--- config.mk ---
export PLATFORM = sky130hd
export DESIGN_NAME = cmp_search_ctrl
export DESIGN_NICKNAME = d
export VERILOG_FILES = /design/src/rtl/cmp_search_ctrl.sv
export SDC_FILE = /design/constraint.sdc
export NUM_CORES = 1
export LEC_CHECK = 0
export ABC_CLOCK_PERIOD_IN_PS = 2000
export CORE_MARGIN = 2
export CORE_UTILIZATION = 51
export CTS_CLUSTER_DIAMETER = 150
export DETAILED_ROUTE_END_ITERATION = 8
export GPL_TIMING_DRIVEN = 0
export HOLD_SLACK_MARGIN = 0.06
export PLACE_DENSITY_LB_ADDON = 0.08
export SLEW_MARGIN = 0
export SYNTH_ARGS = -nofsm -noshare
export SYNTH_HDL_FRONTEND = slang
export SYNTH_SLANG_ARGS = --single-unit
--- constraint.sdc ---
create_clock -name clk -period 2 [get_ports clk]
set_input_delay 0.4 -clock clk [delete_from_list [all_inputs] [get_ports clk]]
set_output_delay 0.4 -clock clk [all_outputs]
set_load 0.01 [all_outputs]
--- src/rtl/cmp_search_ctrl.sv ---
// Binary-search reader for the RGB magnitude comparator: recovers the comparator's b operand.
// Optional consistency checking (flag decode + range check, err output) under CMP_SEARCH_CHECK_EN.
module cmp_search_ctrl #(
   parameter int W = 2
) (
   input  logic                      clk,
   input  logic                      rst_n,
   input  logic                      start,
   output logic [W-1:0]              guess,
   input  logic                      red_i,
   input  logic                      green_i,
   input  logic                      blue_i,
   output logic                      busy,
   output logic                      done,
   output logic [W-1:0]              result,
   output logic [$clog2(W+2)-1:0]    probes,
   output logic                      err
);

   localparam int PW = $clog2(W+2);
   localparam logic [W:0]    R_ONE   = (W+1)'(1);
   localparam logic [W:0]    R_MAX   = {1'b0, {W{1'b1}}};
   localparam logic [PW-1:0] P_ONE   = PW'(1);
   localparam logic [PW-1:0] P_LAST  = PW'(W);

   typedef enum logic [1:0] {S_IDLE, S_CHECK, S_DONE} state_t;

   state_t          state_q, state_d;
   logic [W:0]      lo_q, lo_d, hi_q, hi_d;
   logic [W-1:0]    guess_q, guess_d, result_q, result_d;
   logic [PW-1:0]   probes_q, probes_d;
   logic            busy_q, busy_d, done_q, done_d, err_q, err_d;

   logic [W:0]      guess_ext, hi_gt, lo_lt;

   // Low W bits of (a+b)>>1, with the sum held in W+1 bits.
   function automatic logic [W-1:0] midpoint(input logic [W:0] a, input logic [W:0] b);
      logic [W:0] s;
      s = a + b;
      return s[W:1];
   endfunction

`ifndef CMP_SEARCH_CHECK_EN
   logic unused_green;
   assign unused_green = green_i;
`endif

   always_comb begin
      state_d   = state_q;
      lo_d      = lo_q;
      hi_d      = hi_q;
      guess_d   = guess_q;
      result_d  = result_q;
      probes_d  = probes_q;
      busy_d    = busy_q;
      done_d    = done_q;
      err_d     = err_q;
      guess_ext = {1'b0, guess_q};
      hi_gt     = guess_ext - R_ONE;
      lo_lt     = guess_ext + R_ONE;

      case (state_q)
         S_IDLE, S_DONE: begin
            if (start) begin
               lo_d     = '0;
               hi_d     = R_MAX;
               guess_d  = R_MAX[W:1];
               probes_d = '0;
               result_d = '0;
               done_d   = 1'b0;
               err_d    = 1'b0;
               busy_d   = 1'b1;
               state_d  = S_CHECK;
            end
         end
         S_CHECK: begin
            probes_d = probes_q + P_ONE;
`ifdef CMP_SEARCH_CHECK_EN
            // Range check is done before the update so no wrapped value is ever compared.
            if (red_i && green_i && !blue_i) begin
               result_d = guess_q;
               done_d   = 1'b1;
               busy_d   = 1'b0;
               state_d  = S_DONE;
            end else if (red_i && !green_i && blue_i && (lo_q < guess_ext)) begin
               hi_d    = hi_gt;
               guess_d = midpoint(lo_q, hi_gt);
            end else if (!red_i && green_i && blue_i && (guess_ext < hi_q)) begin
               lo_d    = lo_lt;
               guess_d = midpoint(lo_lt, hi_q);
            end else begin
               result_d = '0;
               err_d    = 1'b1;
               done_d   = 1'b1;
               busy_d   = 1'b0;
               state_d  = S_DONE;
            end
`else
            // Probe cap guarantees termination even on nonsense flags.
            if (!blue_i || (probes_q == P_LAST)) begin
               result_d = guess_q;
               done_d   = 1'b1;
               busy_d   = 1'b0;
               state_d  = S_DONE;
            end else if (red_i) begin
               hi_d    = hi_gt;
               guess_d = midpoint(lo_q, hi_gt);
            end else begin
               lo_d    = lo_lt;
               guess_d = midpoint(lo_lt, hi_q);
            end
`endif
         end
         default: state_d = S_IDLE;
      endcase
   end

   always_ff @(posedge clk or negedge rst_n) begin
      if (!rst_n) begin
         state_q  <= S_IDLE;
         lo_q     <= '0;
         hi_q     <= '0;
         guess_q  <= '0;
         result_q <= '0;
         probes_q <= '0;
         busy_q   <= 1'b0;
         done_q   <= 1'b0;
         err_q    <= 1'b0;
      end else begin
         state_q  <= state_d;
         lo_q     <= lo_d;
         hi_q     <= hi_d;
         guess_q  <= guess_d;
         result_q <= result_d;
         probes_q <= probes_d;
         busy_q   <= busy_d;
         done_q   <= done_d;
         err_q    <= err_d;
      end
   end

   assign guess  = guess_q;
   assign result = result_q;
   assign probes = probes_q;
   assign busy   = busy_q;
   assign done   = done_q;
   assign err    = err_q;

endmodule
==> results.json <==
{
  "arrival_ns": 2.07,
  "slew_viol_final": 0,
  "swShare_pct": 35.6,
  "min_path_type": "flip-flop to flip-flop",
  "antenna_cells": 0,
  "io_buffers": 12,
  "relSlewSlack_pct": 52.2,
  "worstSetupPathType": "flip-flop to flip-flop",
  "required_ns": 2.19,
  "viasPerCell": 5.19,
  "min_from": "done",
  "drv_cap": 0,
  "area_growth_pct": 20.2,
  "cts_buffer_depth": 2,
  "drtAntennaViolNets": 0,
  "whs_endpoint": "done",
  "yosysWarnings": 0,
  "grt-ovfl-total": 0,
  "grt_pass1_vias": 578,
  "netlist_area_um2": 885,
  "place.gp.congestion": 0.747,
  "yosysSeqAreaShare_pct": 45.3,
  "hpwl_um": 1190,
  "hold_violations": 0,
  "r2r_cells": 7,
  "die_h_um": 45.6,
  "grt_pass1_wl_um": 2460,
  "die_w_um": 45.6,
  "syn_avg_cell_area_um2": 11.5,
  "p_switching_mw": 0.549,
  "p_comb_share_pct": 50.8,
  "wl_um": 1490,
  "status": "completed",
  "rows": 15,
  "drc": 0,
  "cts_buffers": 3,
  "cts_max_level": 1,
  "hold_buffers": 0,
  "fin_nets": 105,
  "finalSetupViolCount": 0,
  "holdPathStages": 1,
  "p_leak_nw": 0.514,
  "drt_iter0_drc": 4,
  "setup.worst_path.start_class": "flip-flop",
  "crit_fanout": 5,
  "mostFrequentLayoutCell": "dfrtp_1",
  "peakVddDrop_mv": 0.839,
  "rr_endpoint": "guess[1]",
  "finClkSkew_ns": 0.00543,
  "intPower_mw": 0.992,
  "finalPower_mw": 1.54,
  "synthCells": 77,
  "pwr-share-clk_pct": 14.1,
  "track_usage_pct": 17.4,
  "initial_core_util_pct": 53.0,
  "root_buffer": "clkbuf_4",
  "cts_sinks": 16,
  "fin_crit_sh_pct": 93.9,
  "cts_tree": "done",
  "core_area_um2": 1670,
  "first_pass_iters": 2,
  "synth.distinct_cells": 26,
  "clk_pin_slew_ns": 0.10,
  "ys_ff_latch": 16,
  "final_cell_mix": "15 x dfrtp_1, 12 x clkdlybuf4s50_1, 10 x inv_1",
  "wire_per_inst_um": 13.5,
  "worstSkewPairLatency_ns": 0.29,
  "via_count": 571,
  "antenna_found_initial": 0,
  "fmax_ghz": 0.532,
  "power_density_nw_per_um2": 1450,
  "fillers": 151,
  "r2r_start": "guess[0]",
  "rsz0062_at_grt": "false",
  "drive_above_1_share_pct": 14.0,
  "die_area_um2": 2080,
  "synth_nets": 88,
  "ios": 15,
  "worst_pin_slew_ns": 0.715,
  "seqPwrFrac_pct": 35.1,
  "critPathCaptureType": "flip-flop",
  "setup-tns-final_ns": 0,
  "grt_max_degree": 17,
  "r2r_slack_ns": 0.12,
  "period_needed_ns": 1.88
}
==> worst max-delay path by stage <==
stage,startpoint,cells after the start,end,slack [ns]
floorplan,guess[0],7,guess[1],0.20
global placement,guess[0],7,guess[1],0.11
detailed placement,guess[0],7,guess[1],0.06
CTS,guess[0],7,guess[1],0.04
global route,guess[0],7,guess[1],0.02
finish,guess[0],7,guess[1],0.12
==> routing by layer <==
layer / part of all wire [%] / vias up / routed length [um] / GRT usage, %
li1: - / 281 / - / -
met1: 44 / 278 / 662 / 20.9
met2: 51 / 10 / 752 / 29.3
met3: 3.6 / 2 / 53 / 3.57
met4: 1.3 / 0 / 20 / 8.82
met5: 0 / - / 0 / 0
==> repair_timing <==
action | 4_1_cts | 5_1_grt
buffers inserted | 0 | 0
setup endpoints to repair | 0 | 1
gates resized for setup | 0 | 1
==> state kept, by name, indices dropped and copies added, names as in the netlist <==
name and cells:
busy 1, done 1, guess 2, hi_q 3, lo_q 3, probes 2, result 2, state_q 2
==> cell type report <==
class | count | area [um2] | area share [%]
tap | 17 | 21.3 | 2.00
clock buffer | 4 | 36.3 | 3.41
inverter | 10 | 37.5 | 3.53
timing repair buffer | 12 | 120 | 11.3
multi-input combinational | 49 | 428 | 40.2
buffer | 2 | 18.8 | 1.76
sequential | 16 | 402 | 37.8
==> Yosys cell counts <==
| master | count | area share [%] |
|---|---|---|
| a21o_1 | 2 | 1.7 |
| nand2_1 | 9 | 3.8 |
| buf_4 | 1 | 0.85 |
| and2_0 | 1 | 0.71 |
| dfrtp_1 | 16 | 45 |
| inv_1 | 10 | 4.2 |
| nor2_2 | 1 | 0.71 |
| a21oi_1 | 1 | 0.57 |
| mux2_4 | 2 | 3.4 |
| ha_1 | 3 | 4.2 |
| o22ai_1 | 1 | 0.71 |
| o21a_4 | 1 | 1.7 |
| mux2_1 | 1 | 1.3 |
| nand2b_1 | 2 | 1.4 |
| o21ai_1 | 1 | 0.57 |
| mux2i_1 | 7 | 7.9 |
| conb_1 | 1 | 0.42 |
| nand3_1 | 3 | 1.7 |
| o21ai_0 | 2 | 1.1 |
| o21ai_2 | 1 | 0.99 |
| nor2b_1 | 2 | 1.4 |
| nor2_1 | 3 | 1.3 |
| fa_1 | 2 | 4.5 |
| nand4bb_4 | 1 | 3.1 |
| xnor3_1 | 2 | 5.1 |
| buf_6 | 1 | 1.3 |
==> logic make-up (layout without fill, tap and decap cells) <==
kind of cell	Yosys count	count (layout)	synth area share (%)
DFF	16	16	45.3
and+or+nand+nor	22	22	14.1
AOI/OAI and AO/OA	9	9	7.35
xor gates and xnor gates	2	2	5.09
muxes	10	10	12.6
buffers and inverters	12	28	6.37
other	1	1	0.424
adders and majority gates	5	5	8.77
==> worst max-delay path: stages (launching register included) <==
cell     delay (ns)
dfrtp_2        0.41
inv_1          0.09
ha_1           0.34
inv_1          0.07
fa_1           0.40
xnor3_1        0.19
mux2i_1        0.17
o21ai_1        0.09
==> power by group through the flow <==
| stage | logic (mW) | registers [mW] | clock network [mW] |
|---|---|---|---|
| floorplan | 0.511 | 0.562 | 0 |
| global placement | 0.776 | 0.539 | 0 |
| detailed placement | 0.798 | 0.546 | 0 |
| CTS | 0.801 | 0.539 | 0.225 |
| global route | 0.872 | 0.555 | 0.236 |
| finish | 0.783 | 0.540 | 0.218 |
==> per-stage QoR <==
stage          area (um2)  setup slack [ns]  std cells  hold WS, ns  util [%]
2_1_floorplan         885             0.204         77        0.104         -
3_3_place_gp         1030             0.111        106        0.460      61.4
3_5_place_dp         1030            0.0602        106        0.465      61.4
4_1_cts              1060            0.0396        110        0.487      63.6
5_1_grt              1060            0.0166        110        0.505      63.7
6_report             1060             0.121        110        0.482      63.7
No activity file was read; power rests on OpenSTA's default activity.
